===== config.mk =====
export PLATFORM = sky130hd
export DESIGN_NAME = obi_data_responder
export DESIGN_NICKNAME = d
export VERILOG_FILES = /design/src/rtl/obi_data_responder.sv
export SDC_FILE = /design/constraint.sdc
export NUM_CORES = 1
export LEC_CHECK = 0
export BUFFER_PORTS_ARGS = -buffer_cell sky130_fd_sc_hd__buf_2
export CORE_ASPECT_RATIO = 0.5
export CORE_UTILIZATION = 46
export DETAILED_ROUTE_END_ITERATION = 10
export GPL_TIMING_DRIVEN = 0
export HOLD_SLACK_MARGIN = 0.08
export PLACE_DENSITY_LB_ADDON = 0.05
export SLEW_MARGIN = 20
export SYNTH_ARGS = -nofsm -noshare
export SYNTH_HDL_FRONTEND = slang
export SYNTH_SLANG_ARGS = --single-unit
export TNS_END_PERCENT = 100

===== constraint.sdc =====
create_clock -name clk -period 2.3 [get_ports clk]
set_input_delay 0.23 -clock clk [delete_from_list [all_inputs] [get_ports clk]]
set_output_delay 0.23 -clock clk [all_outputs]
set_load 0.01 [all_outputs]

===== src/rtl/obi_data_responder.sv =====
// obi_data_responder: accepts one CPU data request at a time on the
// req/gnt/rvalid port. It replays the request as a held valid/ready
// transaction on the peripheral bus, and answers with a one-cycle rvalid
// pulse. A watchdog aborts transactions that no peripheral answers.
module obi_data_responder #(
  parameter int unsigned TIMEOUT  = 256,
  parameter int unsigned CNT_BITS = 16
) (
  input  logic        clk,
  input  logic        reset,
  // CPU side
  input  logic        req_i,
  output logic        gnt_o,
  input  logic        we_i,
  input  logic [3:0]  be_i,
  input  logic [31:0] addr_i,
  input  logic [31:0] wdata_i,
  output logic        rvalid_o,
  output logic [31:0] rdata_o,
  output logic        err_o,
  // Peripheral side
  output logic        mem_valid,
  output logic [31:0] mem_addr,
  output logic [31:0] mem_wdata,
  output logic [3:0]  mem_wstrb,
  input  logic        mem_ready,
  input  logic [31:0] mem_rdata
);

  typedef enum logic [1:0] {
    IDLE = 2'd0,
    BUSY = 2'd1,
    RESP = 2'd2
  } state_e;

  // Last counter value before the watchdog fires. A TIMEOUT of zero disables
  // the watchdog, and the value is then unused.
  localparam int unsigned          TIMEOUT_M1 = (TIMEOUT == 0) ? 0 : TIMEOUT - 1;
  localparam logic [CNT_BITS-1:0]  CNT_LAST   = CNT_BITS'(TIMEOUT_M1);
  localparam logic [CNT_BITS-1:0]  CNT_MAX    = '1;
  localparam bit                   TMO_EN     = (TIMEOUT != 0);

  state_e              state_q, state_d;
  logic [31:0]         addr_q,  addr_d;
  logic [31:0]         wdata_q, wdata_d;
  logic [3:0]          wstrb_q, wstrb_d;
  logic                we_q,    we_d;
  logic [31:0]         rdata_q, rdata_d;
  logic                err_q,   err_d;
  logic [CNT_BITS-1:0] cnt_q,   cnt_d;
  logic                accept;

  // Next-state logic: request acceptance, downstream completion and watchdog.
  always_comb begin
    state_d = state_q;
    addr_d  = addr_q;
    wdata_d = wdata_q;
    wstrb_d = wstrb_q;
    we_d    = we_q;
    rdata_d = rdata_q;
    err_d   = err_q;
    cnt_d   = cnt_q;
    accept  = 1'b0;

    case (state_q)
      IDLE: begin
        accept = req_i;
      end
      BUSY: begin
        // A completion in the same cycle as the timeout takes priority.
        if (mem_ready) begin
          rdata_d = we_q ? 32'h0 : mem_rdata;
          err_d   = 1'b0;
          state_d = RESP;
        end else if (TMO_EN && (cnt_q == CNT_LAST)) begin
          rdata_d = 32'h0;
          err_d   = 1'b1;
          state_d = RESP;
        end else if (cnt_q != CNT_MAX) begin
          cnt_d = cnt_q + 1'b1;
        end
      end
      RESP: begin
        accept  = req_i;
        state_d = IDLE;
      end
      default: begin
        state_d = IDLE;
      end
    endcase

    // The downstream bus only ever sees these latched copies, so the CPU
    // is free to change its request fields right after the grant.
    if (accept) begin
      addr_d  = addr_i;
      wdata_d = wdata_i;
      we_d    = we_i;
      wstrb_d = we_i ? be_i : 4'b0000;
      cnt_d   = '0;
      state_d = BUSY;
    end
  end

  // State and request/response registers with synchronous reset.
  always_ff @(posedge clk) begin
    if (reset) begin
      state_q <= IDLE;
      addr_q  <= 32'h0;
      wdata_q <= 32'h0;
      wstrb_q <= 4'b0000;
      we_q    <= 1'b0;
      rdata_q <= 32'h0;
      err_q   <= 1'b0;
      cnt_q   <= '0;
    end else begin
      state_q <= state_d;
      addr_q  <= addr_d;
      wdata_q <= wdata_d;
      wstrb_q <= wstrb_d;
      we_q    <= we_d;
      rdata_q <= rdata_d;
      err_q   <= err_d;
      cnt_q   <= cnt_d;
    end
  end

  assign gnt_o     = accept & ~reset;
  assign mem_valid = (state_q == BUSY);
  assign mem_addr  = addr_q;
  assign mem_wdata = wdata_q;
  assign mem_wstrb = wstrb_q;
  assign rvalid_o  = (state_q == RESP);
  assign rdata_o   = rvalid_o ? rdata_q : 32'h0;
  assign err_o     = rvalid_o & err_q;

endmodule

Word-level counts from Yosys, hierarchy flattened
Index checks and enable logic that the tools add are counted.
Storage, ports and cells
  register bits: 120
  bits in latches: 0
  memory bits (writable): 0
  memory bits (read-only): 0
  input bits: 105
  output and inout bits: 104
  word-level logic and storage cells: 43
  memories: 0
Cells by class
  add/subtract/negate cells: 1
  multipliers: 0
  div/mod/pow operators: 0
  order comparisons: 0
  equality and inequality tests: 7
  shift operators: 0
  muxes and demuxes: 12
  bitwise operators: 6
  reductions and logical operators: 8
Operators with widths (number)
  two-way mux 32 bit: 4
  adder 16 x 1 -> 16 bit, second input constant: 1
  == test 16 x 8 -> 1 bit, second input constant: 1
  != test 16 bit, second input constant: 1
  AND reduction 2 bit: 3
  two-way mux 1 bit: 4
  two-way mux 2 bit: 2
  two-way mux 4 bit: 1
  != test 4 x 1 -> 1 bit, second input constant: 1
  NOT 1 bit: 4
  case mux 2 bit (2 select lines): 1
  AND reduction 4 bit: 1
  OR reduction 2 bit: 2
  != test 3 x 1 -> 1 bit, second input constant: 1
  bitwise AND 1 bit: 2
  == test 2 x 1 -> 1 bit, second input constant: 1
  == test 2 bit, second input constant: 1
  logical NOT 2 bit: 1
  != test 2 bit, second input constant: 1
  nonzero test 2 bit: 1

Longest topological paths before layout
  word-level depth: 5
  depth in mapped cells: 8
  mapped depth without buffers: 6

Least setup slack after synthesis
Ideal clock, no wire load.
  kind: reg-to-reg
  start point: register cnt_q[11]
  end point: register cnt_q[2]
  library setup time: 124 ps
  arrival time: 1834 ps
  required time: 2176 ps
  path slack: 341 ps
  cell stages (with the launch flop): 7
  buffers on the path: 1
  period minus slack after synthesis: 1959 ps
  cells stage by stage: dfxtp_1 or4_4 or4_4 buf_6 nand4_1 xor2_1 nor2_1
On the way
  word-level cells in the longest chain between the ends: 3
  elaborated cells between the ends (all ways): 4
  those cells by class: eq/ne (2); bitwise (1); reduce/logical (1)
RTL lines
  from (decl): RTL line 50  | logic [CNT_BITS-1:0] cnt_q, cnt_d;
  from (signal assigned): RTL line 123  | cnt_q <= cnt_d;
  == test 16 x 8 -> 1 bit: RTL line 75  | end else if (TMO_EN && (cnt_q == CNT_LAST)) begin
  NOT 1 bit (no source line)
  AND reduction 4 bit (no source line) *
Mark *: on every way between the ends. The rest lies on a longest branch, timed or not.
A chain may end at the register's enable or synchronous reset.

Final worst setup path
  start point: register cnt_q[11]
  end point: register rdata_q[26]
On the way
  word-level cells in the longest chain between the ends: 3
RTL lines
  == test 16 x 8 -> 1 bit: RTL line 75
  nonzero test 2 bit (no source line)
  AND reduction 2 bit (no source line)
  to (signal assigned): RTL line 121  | rdata_q <= rdata_d;
  to (decl): RTL line 48  | logic [31:0] rdata_q, rdata_d;
Every way passes these cells.

==> run metrics <==
pwr/cell area between 700 and 800 nW/µm²; outcome complete, no violations; via count ~4800; Placed Cells incl. Taps just under 800; Final setup violation count 0; slew of the pin with the lowest slew margin approximately 0.63 ns; share of layout cells above drive strength 1 0.328; post-route cell area between 7000 and 8000 µm²; FF-to-FF Start cnt_q[11]$_SDFFE_PP0P_; YS warnings 0; Top FF cell, synth dfxtp_1; Core ar. ~9500 µm²; synthesized instance count 451; ranking of synthesized cells by area dfxtp_1 (53%), a22o_1 (13%), and2_1 (4.8%); Synth-to-Final Area Change 62.2%; Initial DRC Count between 200 and 250; setup tns final 0 ns; clock sinks 120; DP Area approximately 5800 µm²; worst rel slew slack 0.576; hold path cells 2; Nets slightly below 900; largest net degree at the start of global routing 17; Worst Reg2Reg Path Length in Cells 6; Hold Startpoint we_i; CTS root buf clkbuf_16; Total GRT Usage 0.289; wire per inst 15.8 µm; filler instances ~660; MaxCap Viol Count 0; worst vdd ir 0.605 mV; Bufs and invs on worst path 2; # IOs between 200 and 250; crit-path leading delay family simple AND/OR/NAND/NOR gates; most frequent cells in the layout buf_2 (210), dfxtp_1 (120), dlygate4sd3_1 (101), a22o_1 (65), nand3_1 (40); Initial Utilization 0.478; post-synth net total roughly 560; Period minus WS final around 2.2 ns; DRC 0; fin cells about 930; vias in the first global route 4692; gpl congestion between 0.7 and 0.8; FP Rows 25; Die Y 72.3 µm; EDFF count, synth 0; WS Path Type register to register; crit-path max FO 10; Hold Crit Endpoint we_q$_SDFFE_PP0P_; clk_lat worst skew between 0.4 and 0.5 ns; CTS tree yes; Detail Route Antenna Nets 0; post-synth cell types between 40 and 50; Clock Path Buffers 2; Total Power 5.50 mW; gr ovfl total 0; WL final approximately 15 mm; Die ar. 10300 µm²; crit path capture type register; most common cell after layout, fill and taps aside buf_2; r2r endpoint rdata_q[26]$_SDFFE_PP0P_; Startpoint Class register; slowest cell on the critical path or4_4; post-synth top area share 0.528; RSZ-0062 raised after global routing false; Hold Vio Cnt, Final 0; Slew Limit Fails 0; Hold Slack around 0.11 ns; Layout Skew 0.0114 ns; fin crit share 0.945; width of the die 143 µm; crit-path max cell delay slightly below 0.6 ns; synthesized cell area 4550 µm²; post-synth top area cell dfxtp_1; CTS H-tree lvls 4; Cell Chain, Critical Path or4_4, nor4_4, o21a_1, buf_4, buf_2, o21ai_1; internal reg-to-reg setup slack ~0.13 ns; #FFs+latches synth 120; critical path arrival between 2 and 2.5 ns; clock-pin slew on the worst setup and hold paths around 0.060 ns; Hold Path Class primary input to register; sequential share of the synthesized area 0.528; HPWL Detailed around 8.4 mm; Post-synth ARST share 0; CP required 2.59 ns; leakage power roughly 3.3 nW; Num CTS Buffers 17; DRT Pass-1 Iters 5; Port Buffers between 200 and 250; via/cell ratio 5.15; Max Freq 460 MHz; initial antenna violation count 1; syn avg cell area between 10 and 15 µm²; first-pass GRT wire length approximately 23 mm
-- per-stage QoR --
step                 util  setup WS, ns
finish              0.776         0.127
global route        0.776       0.00849
CTS                 0.775        0.0737
detailed placement  0.606         0.144
global placement    0.606         0.165
floorplan               -         0.341
-- registers in the layout, indices dropped and copies added, names as in the netlist --
signal / cells
cnt_q: 16
err_q: 1
mem_addr: 32
mem_wdata: 32
mem_wstrb: 4
rdata_q: 32
state_q: 2
we_q: 1
-- layer usage --
metal | global-route usage | up-vias | part of all wire
met4 | 0.123 | 0 | 0.023
met1 | 0.345 | 2262 | 0.43
li1 | - | 2302 | -
met3 | 0.0825 | 32 | 0.058
met2 | 0.497 | 183 | 0.49
met5 | 0 | - | 0
-- cells in the mapped netlist (4+ instances only) --
cell,count
nor2_1,14
a22o_1,65
o21ai_1,29
clkbuf_1,19
and2_1,35
o21ai_0,8
nand2_1,7
xor2_1,5
buf_1,6
buf_6,4
nand2b_1,35
xnor2_1,5
dfxtp_1,120
a32o_1,4
nand4_1,8
nor4_1,5
nand3_1,40
a21oi_1,5
-- what timing repair did --
item / CTS / global route
buffers inserted: 0 / 0
endpoints found under the hold margin: 101 / 0
hold buffers: 101 / 0
endpoints found under the setup margin: 0 / 1
gates resized for setup: 0 / 1
-- worst max-delay path by stage --
stage	slack [ns]	from	depth (start not counted)	end
after floorplan	0.34	cnt_q[11]$_SDFFE_PP0P_	6	cnt_q[2]$_SDFFE_PP0P_
after global placement	0.17	cnt_q[11]$_SDFFE_PP0P_	6	rdata_q[30]$_SDFFE_PP0P_
after detailed placement	0.14	cnt_q[11]$_SDFFE_PP0P_	6	rdata_q[26]$_SDFFE_PP0P_
after CTS	0.07	state_q[0]$_SDFFE_PP0P_	4	gnt_o
after global routing	0.008	state_q[0]$_SDFFE_PP0P_	4	gnt_o
final	0.13	cnt_q[11]$_SDFFE_PP0P_	6	rdata_q[26]$_SDFFE_PP0P_
-- cell type report --
cell class | instances | area, µm² | share of cell area
well taps | 135 | 169 | 0.0229
clock inverters | 14 | 165 | 0.0224
multi-input cells | 295 | 1970 | 0.267
inverters | 2 | 7.51 | 0.00102
diodes | 1 | 2.50 | 0.000339
plain buffers | 34 | 170 | 0.0231
repair buffers | 309 | 2050 | 0.278
flip-flops and latches | 120 | 2400 | 0.326
clock buffers | 18 | 439 | 0.0595
-- logic make-up (layout without fill, tap and decap cells) --
group,after synthesis,in the layout,share of synthesized area
AO/OA/AOI/OAI,117,117,0.191
flip-flops,120,120,0.528
AND/OR/NAND/NOR,167,167,0.220
XOR/XNOR,10,10,0.0193
adder cells (fa/ha/maj),1,1,0.00275
other,0,1,0
buffers and inverters,36,377,0.0391
-- power breakdown --
part           internal [mW]  switching [mW]
combinational          0.321           0.271
sequential              2.17          0.0534
clock                   1.65            1.03
total                   4.15            1.35
No activity file was read; power rests on OpenSTA's default activity.
